==> src/rtl/fetch_miss_ctrl.sv <==
// Fetch sequencer: returns cache hits in one cycle, otherwise requests memory
// with a bounded ack window and a limited number of retries.
module fetch_miss_ctrl #(
    parameter int ADDR_W      = 32,
    parameter int DATA_W      = 32,
    parameter int ACK_TIMEOUT = 5,
    parameter int RETRY_MAX   = 2
) (
    input  logic              clk,
    input  logic              rst_n,
    input  logic              fetch,
    input  logic [ADDR_W-1:0] fetch_addr,
    input  logic              cache_hit,
    input  logic [DATA_W-1:0] cache_data,
    output logic              req,
    output logic [ADDR_W-1:0] req_addr,
    input  logic              ack,
    input  logic [DATA_W-1:0] mem_data,
    output logic              data_ready,
    output logic [DATA_W-1:0] data_out,
    output logic              done,
    output logic              err,
    output logic              busy
);

    localparam int WAIT_W = ($clog2(ACK_TIMEOUT + 1) < 1) ? 1 : $clog2(ACK_TIMEOUT + 1);
    localparam int ATT_W  = ($clog2(RETRY_MAX + 1) < 1) ? 1 : $clog2(RETRY_MAX + 1);
    localparam logic [WAIT_W-1:0] WAIT_LAST  = WAIT_W'(ACK_TIMEOUT);
    localparam logic [ATT_W-1:0]  RETRY_LAST = ATT_W'(RETRY_MAX);

    typedef enum logic [2:0] {
        IDLE = 3'd0,
        HIT  = 3'd1,
        REQ  = 3'd2,
        GAP  = 3'd3,
        FIN  = 3'd4
    } state_t;

    state_t              state_reg;
    logic [WAIT_W-1:0]   wait_cnt_reg;
    logic [ATT_W-1:0]    attempt_cnt_reg;
    logic                req_reg;
    logic [ADDR_W-1:0]   req_addr_reg;
    logic                data_ready_reg;
    logic [DATA_W-1:0]   data_out_reg;
    logic                done_reg;
    logic                err_reg;
    logic                busy_reg;

    // All outputs are registered: each transition loads the values the
    // destination state must present.
    always_ff @(posedge clk) begin
        if (!rst_n) begin
            state_reg       <= IDLE;
            wait_cnt_reg    <= '0;
            attempt_cnt_reg <= '0;
            req_reg         <= 1'b0;
            req_addr_reg    <= '0;
            data_ready_reg  <= 1'b0;
            data_out_reg    <= '0;
            done_reg        <= 1'b0;
            err_reg         <= 1'b0;
            busy_reg        <= 1'b0;
        end else begin
            data_ready_reg <= 1'b0;
            done_reg       <= 1'b0;
            err_reg        <= 1'b0;
            case (state_reg)
                IDLE: begin
                    if (fetch) begin
                        busy_reg <= 1'b1;
                        if (cache_hit) begin
                            state_reg      <= HIT;
                            data_ready_reg <= 1'b1;
                            done_reg       <= 1'b1;
                            data_out_reg   <= cache_data;
                        end else begin
                            state_reg       <= REQ;
                            req_reg         <= 1'b1;
                            req_addr_reg    <= fetch_addr;
                            attempt_cnt_reg <= '0;
                            wait_cnt_reg    <= '0;
                        end
                    end
                end
                HIT: begin
                    state_reg <= IDLE;
                    busy_reg  <= 1'b0;
                end
                REQ: begin
                    // An ack in the first request cycle is too early to trust;
                    // an ack on the final window cycle beats the timeout.
                    if (ack && (wait_cnt_reg != '0)) begin
                        state_reg      <= FIN;
                        req_reg        <= 1'b0;
                        data_ready_reg <= 1'b1;
                        done_reg       <= 1'b1;
                        data_out_reg   <= mem_data;
                    end else if (wait_cnt_reg >= WAIT_LAST) begin
                        req_reg <= 1'b0;
                        if (attempt_cnt_reg < RETRY_LAST) begin
                            attempt_cnt_reg <= attempt_cnt_reg + 1'b1;
                            state_reg       <= GAP;
                        end else begin
                            state_reg <= FIN;
                            done_reg  <= 1'b1;
                            err_reg   <= 1'b1;
                        end
                    end else begin
                        wait_cnt_reg <= wait_cnt_reg + 1'b1;
                    end
                end
                GAP: begin
                    state_reg    <= REQ;
                    req_reg      <= 1'b1;
                    wait_cnt_reg <= '0;
                end
                FIN: begin
                    state_reg <= IDLE;
                    busy_reg  <= 1'b0;
                end
                default: begin
                    state_reg <= IDLE;
                    req_reg   <= 1'b0;
                    busy_reg  <= 1'b0;
                end
            endcase
        end
    end

    assign req        = req_reg;
    assign req_addr   = req_addr_reg;
    assign data_ready = data_ready_reg;
    assign data_out   = data_out_reg;
    assign done       = done_reg;
    assign err        = err_reg;
    assign busy       = busy_reg;

endmodule

==> config.mk <==
export PLATFORM = sky130hd
export DESIGN_NAME = fetch_miss_ctrl
export DESIGN_NICKNAME = d
export VERILOG_FILES = /design/src/rtl/fetch_miss_ctrl.sv
export SDC_FILE = /design/constraint.sdc
export NUM_CORES = 1
export LEC_CHECK = 0
export ABC_CLOCK_PERIOD_IN_PS = 2400
export BUFFER_PORTS_ARGS = -buffer_cell sky130_fd_sc_hd__buf_2
export CAP_MARGIN = 20
export CORE_MARGIN = 4
export CORE_UTILIZATION = 50
export CTS_BUF_LIST = sky130_fd_sc_hd__clkbuf_8
export DETAILED_ROUTE_END_ITERATION = 8
export GPL_TIMING_DRIVEN = 0
export PLACE_DENSITY = 0.95
export SETUP_SLACK_MARGIN = 0.1
export SLEW_MARGIN = 20
export SYNTH_ARGS = -nofsm -noshare
export SYNTH_HDL_FRONTEND = slang
export SYNTH_SLANG_ARGS = --single-unit
==> constraint.sdc <==
create_clock -name clk -period 2.4 [get_ports clk]
set_input_delay 0.24 -clock clk [delete_from_list [all_inputs] [get_ports clk]]
set_output_delay 0.24 -clock clk [all_outputs]
set_load 0.01 [all_outputs]
==> results of run 1 <==
power by group:
group | total (mW) | internal (mW) | switching, mW
clock network | 0.902 | 0.432 | 0.470
logic | 0.698 | 0.303 | 0.396
registers | 1.46 | 1.39 | 0.0629
total | 3.06 | 2.13 | 0.929
routing by layer:
layer  track usage (%)  vias to the layer above  share of wire, %
met2              40.2                      157                49
li1                  -                     1608                 -
met3              7.64                       13                10
met5                 0                        -                 0
met4              9.48                        0               1.4
met1              25.4                     1476                39
cell usage after synthesis:
cell	n	area (um2)
a2111oi_0	1	8.76
a2111oi_4	1	27.5
a21o_1	2	15.0
a21oi_1	48	240
a21oi_2	28	245
a22o_1	1	8.76
a22oi_1	1	7.51
a2bb2oi_1	1	8.76
a31oi_1	1	6.26
a32o_1	1	10.0
a32oi_1	1	8.76
and2_1	1	6.26
and3_1	1	6.26
buf_4	1	7.51
buf_6	9	101
clkbuf_1	18	67.6
dfxtp_1	77	1540
ha_1	3	37.5
inv_1	39	146
mux2_1	1	11.3
nand2_1	68	255
nand2b_1	3	18.8
nand3_1	2	10.0
nand3_2	1	10.0
nand4bb_1	1	11.3
nor2_1	3	11.3
nor2_4	1	11.3
nor2b_1	2	12.5
nor3b_2	1	12.5
nor4b_1	1	8.76
nor4b_4	1	23.8
o21a_1	1	7.51
o21ai_0	1	5.00
o21ai_1	3	15.0
o221ai_1	32	280
o311ai_0	1	8.76
o31ai_1	1	7.51
or3b_4	1	11.3
or4b_4	1	13.8
critical path: stages (launching register included):
cell and delay (ns):
dfxtp_1 0.41, inv_1 0.06, ha_1 0.21, nand2b_1 0.23, nand3_2 0.20, clkbuf_1 0.30, o221ai_1 0.31, a21oi_2 0.05
layout make-up:
cell class / instances / area share (%)
Inverter: 39 / 3.35
Buffer: 28 / 4.04
Timing Repair Buffer: 168 / 19.2
Multi-Input combinational cell: 217 / 31.6
Sequential cell: 77 / 35.3
Clock inverter: 5 / 0.773
Tap cell: 77 / 2.21
Clock buffer: 11 / 3.47
how the worst max path moves through the flow:
stage | startpoint | end | slack [ns] | cells after the start
after floorplan | state_reg[2] | attempt_cnt_reg[0] | 0.78 | 5
after global placement | wait_cnt_reg[0] | data_out[2] | 0.61 | 7
after detailed placement | wait_cnt_reg[1] | data_out[5] | 0.57 | 7
after CTS | wait_cnt_reg[0] | data_out[2] | 0.55 | 7
after global routing | wait_cnt_reg[0] | data_out[20] | 0.37 | 7
final | wait_cnt_reg[0] | data_out[5] | 0.53 | 7
through the flow:
stage,std cells,worst slack [ns],hold slack [ns],power [mW]
6_report,622,0.531,0.135,3.06
5_1_grt,622,0.368,0.125,3.22
4_1_cts,622,0.546,0.121,3.07
3_5_place_dp,606,0.570,0.439,2.18
3_3_place_gp,606,0.610,0.430,2.15
2_1_floorplan,361,0.777,0.376,1.90
cell families (layout without fill, tap and decap cells):
family / count (synthesis) / after routing / synth area share (%)
AOI/OAI and AO/OA: 125 / 125 / 28.1
and+or+nand+nor: 88 / 88 / 13.0
DFF: 77 / 77 / 47.5
buffers and inverters: 67 / 251 / 9.94
adders and majority gates: 3 / 3 / 1.16
muxes: 1 / 1 / 0.347
==> impl_metrics.tcl, run 1 <==
set metrics [dict create \
    clk_path_buf_depth 2 \
    yosysWarnings 0 \
    rows 29 \
    leakagePower_nw 1.96 \
    crit-reg2reg-launch "wait_cnt_reg[0]" \
    final_layout_size_suffix_gt1_share_pct 42.0 \
    rrSetupSlack_ns 0.53 \
    htreeDepth 3 \
    dp_hpwl_mm 7.20 \
    grt_pass1_vias 3141 \
    drt-total-wl_mm 9.17 \
    setup_tns_ns 0 \
    grt_pass1_wl_mm 14.1 \
    drt-initial-drc-count 137 \
    wl_per_cell_um 14.7 \
    worstHoldPathCells 3 \
    r2r.worst_path.cells 7 \
    post_cts_resized 0 \
    seq_area_frac_synth_pct 47.5 \
    syn_to_final_growth_pct 34.6 \
    dieWidth_um 88.6 \
    status "finished clean" \
    cp-end-kind "register" \
    grt_max_degree 14 \
    finalMaxSlewViolations 0 \
    clk_latency_ns 0.34 \
    syn_inst 361 \
    final.fill_count 511 \
    synth_fp_nets 465 \
    fin_util_pct 69.2 \
    clkSlewWorstSetupHoldPaths_ns 0.08 \
    finalHoldViolations 0 \
    layout.nets 644 \
    critPathArrivalTime_ns 2.10 \
    drc 0 \
    max-cap-violations 0 \
    post_dp_cell_area_mm2 0.00418 \
    gp_congestion 0.882 \
    cts_tree "built" \
    layout_common_cells "buf_2, dfxtp_1, nand2_1" \
    fmax_mhz 535 \
    die_area_mm2 0.00785 \
    hold_class "in2reg" \
    cp-start-kind "register" \
    cts_setup_buffers 0 \
    clock_skew_ns 0.0123 \
    portBuffers 168 \
    vias 3254 \
    relSlewSlack_pct 65.8 \
    worst-setup-path-type "reg2reg" \
    ios 170 \
    r2r-end "data_out[5]" \
    grt_overflow 0 \
    min_to "req_addr[22]" \
    cp_max_fo 10 \
    cts_hold_buf 0 \
    hp-start "fetch_addr[22]" \
    ant_nets 0 \
    ff_latch_area_mm2 0.00154 \
    fin_area_mm2 0.00437 \
    antenna_found_initial 0 \
    worstMarginPinSlew_ns 0.513 \
    min_period_ns 1.87 \
    core_area_mm2 0.00631 \
    post_synth_num_cell_types 39 \
    dr.pass1.iters 4 \
    die_h_um 88.6 \
    powerDensity_mw_per_mm2 700 \
    finalCritPeriodShare_pct 77.9 \
    cts_sinks 77 \
    cts_made_buffers 9 \
    avgSynthCellArea_um2 8.99 \
    grt_usage_pct 22.9 \
    root_buffer "clkbuf_8" \
    multi_input_area_mm2 0.00138 \
    rsz0062_at_grt "no" \
    antenna_cells 0 \
    ys_ff_latch 77 \
    final_common_cell "buf_2" \
    irDropWorstVdd_mv 0.487 \
    start_util_pct 51.4 \
    via_per_inst 5.23 \
    synth_area_mm2 0.00325 \
    worst_ep_required_time_ns 2.63 \
    setup_violations 0 \
]
(Power assumes the default switching activity.)
==> run 2, diff against run 1 <==
ABC_CLOCK_PERIOD_IN_PS = 1580   (was 2400)
CORE_UTILIZATION = 42   (was 50)
PLACE_DENSITY = 0.87   (was 0.95)
clock period = 1.58 ns   (was 2.4 ns; I/O delays follow)
==> run 2 against run 1 <==
Net effect:
- the flow now finishes with violations (setup timing)
- via count up 3.3%
- wire length up 8.5%
- clock power up 100%
- die area up 17%
- setup slack worse by 0.59 ns
- hold slack worse by 0.094 ns
- non-clock buffer count up 14
- first-iteration DRC count down 46%
- register-to-register slack worse by 0.59 ns
==> impl_metrics.tcl, run 2 (same netlist as run 1, synthesis figures left out) <==
set metrics [dict create \
    vias 3362 \
    pre_cts_slack_ns -0.236 \
    worstHoldPathCells 3 \
    cts_hold_buf 0 \
    worst_ep_required_time_ns 1.85 \
    clk_latency_ns 0.34 \
    htreeDepth 3 \
    startpoint "state_reg[1]" \
    cpPeakStageDelay_ns 0.55 \
    r2r.worst_path.cells 7 \
    die_area_mm2 0.00920 \
    min_period_ns 1.63 \
    antenna_found_initial 0 \
    leakagePower_nw 2.17 \
    crit_family "simple AND/OR/NAND/NOR gates" \
    finalHoldViolations 0 \
    status "complete, but fails checks" \
    root_buffer "clkbuf_8" \
    irDropWorstVdd_mv 0.743 \
    dp_hpwl_mm 6.93 \
    min_to "req_addr[13]" \
    max-cap-violations 0 \
    dieWidth_um 95.9 \
    core_area_mm2 0.00737 \
    finalMaxSlewViolations 0 \
    portBuffers 168 \
    path_common_cell "buf_6" \
    hp-start "fetch_addr[13]" \
    fin_ws_ns -0.0549 \
    via_per_inst 5.11 \
    holdWs_ns 0.0413 \
    multi_input_area_mm2 0.00163 \
    finalCritPeriodShare_pct 103 \
    clock_skew_ns 0.00835 \
    path_cells "buf_6, or4b_4, nor2_4, buf_12, buf_6, nand2_1, a21oi_1" \
    crit-reg2reg-launch "state_reg[1]" \
    ant_nets 0 \
    rows 31 \
    ff_latch_area_mm2 0.00155 \
    setup_tns_ns -0.894 \
    dp_cells 628 \
    grt_pass1_vias 3181 \
    drt-total-wl_mm 9.95 \
    cp_max_fo 8 \
    cp_num_buf_inv 3 \
    final_layout_size_suffix_gt1_share_pct 54.4 \
    drt-initial-drc-count 74 \
    clkSlewWorstSetupHoldPaths_ns 0.08 \
    final.fill_count 579 \
    relSlewSlack_pct 55.0 \
    wl_met2_mm 5.13 \
    worstMarginPinSlew_ns 0.676 \
    r2r-end "req_addr[21]" \
    cp-start-kind "register" \
    fmax_mhz 612 \
    worst-setup-path-type "reg2reg" \
    layout_common_cells "buf_2, dfxtp_1, nand2_1" \
    grt_usage_pct 19.8 \
    cts_made_buffers 9 \
    cp-end-kind "register" \
    grt_overflow 0 \
    clk_path_buf_depth 2 \
    drc 0 \
    antenna_cells 0 \
    rrSetupSlack_ns -0.05 \
    critPathArrivalTime_ns 1.90 \
    die_h_um 95.9 \
    wl_met1_mm 3.84 \
    layout.nets 658 \
    cpMaxStageDelayCell "or4b_4" \
    wl_per_cell_um 15.1 \
    routed-wl-met3_um 849 \
    gp_congestion 0.828 \
    final_common_cell "buf_2" \
    stdcell_count 658 \
    rsz0062_at_grt "yes" \
    routed.top_layer "met4" \
    syn_to_final_growth_pct 53.2 \
    setup_violations 49 \
    powerDensity_mw_per_mm2 1080 \
    ios 170 \
    dr.pass1.iters 4 \
    grt_max_degree 14 \
    hold_class "in2reg" \
    violations "setup timing" \
    cts_tree "built" \
    grt_pass1_wl_mm 14.2 \
    start_util_pct 44.1 \
    cts_sinks 77 \
    finalPower_mw 5.39 \
]
==> run 2: cell types whose count changed in the layout (fill, tap and decap cells not counted), sizes merged <==
| cell | before | now |
|---|---|---|
| buf | 178 | 192 |
| inv | 40 | 39 |
| clkbuf | 29 | 28 |
| clkinv | 2 | 1 |
| bufinv | 0 | 3 |
==> run 2: layer usage <==
metal / GRT usage (%) / vias to the layer above
li1: - / 1637
met4: 8.77 / 0
met1: 21.9 / 1573
met2: 34.6 / 140
met3: 6.18 / 12
met5: 0 / -
==> run 2: metrics by stage <==
step,cell area (um2),util [%]
floorplan,3280,-
global placement,4250,57.7
detailed placement,4250,57.7
CTS,4670,63.4
global route,4970,67.5
finish,4970,67.5
==> run 2: report_power, final <==
part / total (mW) / internal [mW] / switching, mW / leakage [nW]
logic: 1.35 / 0.644 / 0.705 / 1.42
registers: 2.23 / 2.13 / 0.107 / 0.632
clock network: 1.80 / 1.09 / 0.715 / 0.119
==> run 2: repair_timing <==
item / in CTS / in global routing
gates cloned: 3 / 3
buffers inserted: 4 / 4
resized for setup: 36 / 54
endpoints found under the setup margin: 66 / 72
pin swaps: 4 / 9
==> run 2: area by class of cell <==
class	count	share of cell area [%]
sequential	77	31.1
clock buffer	10	2.77
timing repair buffer	182	20.6
tap	99	2.49
buffer	28	4.93
clock inverter	6	2.21
multi-input combinational	217	32.8
inverter	39	2.99
==> run 2: worst max path at each step <==
stage | end | slack, ns | cells after the start
3_5_place_dp | data_out[23] | -0.24 | 6
3_3_place_gp | data_out[27] | -0.17 | 6
4_1_cts | req_addr[18] | -0.05 | 7
6_report | req_addr[21] | -0.05 | 7
2_1_floorplan | attempt_cnt_reg[0] | 0.08 | 5
5_1_grt | req_addr[23] | -0.12 | 7
==> run 2: worst reg2reg max path, cell delays in order, from the launching register on <==
cell	delay [ns]
dfxtp_2	0.32
buf_6	0.13
or4b_4	0.55
nor2_4	0.12
buf_12	0.14
buf_6	0.11
nand2_1	0.05
a21oi_1	0.13
==> run 3, diff against run 2 <==
CORE_ASPECT_RATIO = 0.75   (was unset)
==> run 3 against run 2 <==
Net effect:
- the run still ends with setup timing left
- hold slack lost 0.011 ns
- critical path depth unchanged
- utilization is 2.6 points higher
- flip-flop and latch count unchanged
- final cell count up 1.1%
- clock-buffer cell count decreased by 1
- die area rose by 0.16%
- first-iteration DRC count is 54% higher
- non-clock buffer count grew 5
- register-to-register slack got worse by 0.06 ns
- largest power group unchanged
==> impl_metrics.tcl, run 3 (same netlist as run 1, synthesis figures left out) <==
set metrics [dict create \
    status "complete, but fails checks" \
    violations "setup timing" \
    layout.nets 663 \
    fin_util_pct 70.1 \
    grt_pass1_vias 3347 \
    cp-end-kind "register" \
    path_cells "buf_8, or4b_4, nor2_4, buf_12, buf_6, nand2_1, a21oi_2" \
    min_period_ns 1.70 \
    grt_usage_pct 21.8 \
    cts_hold_buf 0 \
    hold_class "in2reg" \
    die_area_mm2 0.00922 \
    stdcell_count 665 \
    dr.pass1.iters 4 \
    powerDensity_mw_per_mm2 984 \
    worstMarginPinSlew_ns 0.951 \
    grt_pass1_wl_mm 15.9 \
    critPathArrivalTime_ns 1.98 \
    final_common_cell "buf_2" \
    worst-setup-path-type "reg2reg" \
    drt-total-wl_mm 10.9 \
    cp-start-kind "register" \
    final.fill_count 558 \
    finalMaxSlewViolations 0 \
    cts_sinks 77 \
    clock_skew_ns 0.00957 \
    core_area_mm2 0.00743 \
    drc 0 \
    dieWidth_um 110 \
    clkSlewWorstSetupHoldPaths_ns 0.09 \
    pwr-share-comb_pct 29.5 \
    clkPwrFrac_pct 27.0 \
    fin_ws_ns -0.117 \
    cpPeakStageDelay_ns 0.56 \
    cts_tree "built" \
    max-cap-violations 0 \
    setup_tns_ns -2.96 \
    clk_latency_ns 0.35 \
    antenna_found_initial 0 \
    finalHoldViolations 0 \
    ant_nets 0 \
    relSlewSlack_pct 36.6 \
    clk_path_buf_depth 2 \
    internal_power_mw 3.43 \
    leakagePower_nw 2.20 \
    finalCritPeriodShare_pct 107 \
    via_per_inst 5.12 \
    grt_max_degree 16 \
    portBuffers 168 \
    worstHoldPathCells 3 \
    worst_ep_required_time_ns 1.86 \
    finalPower_mw 5.13 \
    drt-initial-drc-count 114 \
    die_h_um 84.1 \
    cpMaxStageDelayCell "or4b_4" \
    antenna_cells 0 \
    root_buffer "clkbuf_8" \
    fmax_mhz 589 \
    vias 3403 \
    start_util_pct 43.7 \
    rsz0062_at_grt "yes" \
    grt_overflow 0 \
    p_switching_mw 1.70 \
    rows 27 \
    dp_hpwl_mm 7.29 \
    seqPwrFrac_pct 43.4 \
    setup_violations 46 \
    r2r.worst_path.cells 7 \
    syn_to_final_growth_pct 60.5 \
    wl_per_cell_um 16.3 \
    htreeDepth 3 \
    p_sw_share_pct 33.1 \
    irDropWorstVdd_mv 0.702 \
    cp_max_fo 8 \
    gp_congestion 0.857 \
    dp_cells 630 \
    cts_made_buffers 9 \
    final_layout_size_suffix_gt1_share_pct 57.1 \
    ios 170 \
    layout_common_cells "buf_2, dfxtp_1, nand2_1" \
]
==> run 3: layout make-up <==
class                           count  area (um2)  area share [%]
Multi-Input combinational cell    217        1860            35.7
Sequential cell                    77        1550            29.7
Timing Repair Buffer              187        1060            20.4
Buffer                             28         284            5.45
Inverter                           39         149            2.86
Tap cell                          101         126            2.42
Clock buffer                        9         124            2.38
Clock inverter                      7        57.6            1.10
==> run 3: worst max-delay path, delay by kind of cell, from the launching register on <==
| family | cells | cell delay (ns) |
|---|---|---|
| flops | 1 | 0.34 |
| simple gates | 3 | 0.77 |
| compound gates | 1 | 0.12 |
| buf+inv | 3 | 0.39 |
==> run 3: power by group through the flow <==
stage               clock, mW  sequential [mW]  combinational, mW
floorplan                   0             2.33              0.608
global placement            0             2.25               1.07
detailed placement          0             2.26               1.11
CTS                      1.42             2.22               1.32
global route             1.50             2.25               1.63
finish                   1.39             2.23               1.51
==> run 3: path summary, 6_finish.rpt <==
| path | slack (ns) | start | end |
|---|---|---|---|
| max | -0.12 | state_reg[0] | req_addr[25] |
| min | 0.03 | fetch_addr[16] | req_addr[16] |
| max reg2reg | -0.12 | state_reg[0] | req_addr[25] |
| min reg2reg | 0.45 | data_out[25] | data_out[25] |
==> run 3: stage by stage <==
step	instance area [um2]	hold slack (ns)	setup slack, ns
after floorplan	3280	0.294	0.0848
after CTS	4780	0.0195	-0.0730
after global placement	4250	0.400	-0.159
final	5210	0.0306	-0.117
after global routing	5210	0.0248	-0.166
after detailed placement	4250	0.403	-0.243
==> run 3: routing by layer <==
metal / vias up / routed length (um) / track usage (%) / part of all wire, %
met5: - / 0 / 0 / 0
met4: 0 / 181 / 7.02 / 1.7
met3: 20 / 776 / 6.30 / 7.1
met2: 130 / 5630 / 38.0 / 52
met1: 1597 / 4270 / 25.5 / 39
li1: 1656 / - / - / -
==> run 3: what timing repair did <==
action / CTS / global route
cloned: 3 / 3
pin swaps: 27 / 29
gates resized for setup: 49 / 90
setup endpoints to repair: 69 / 72
buffers inserted: 9 / 7
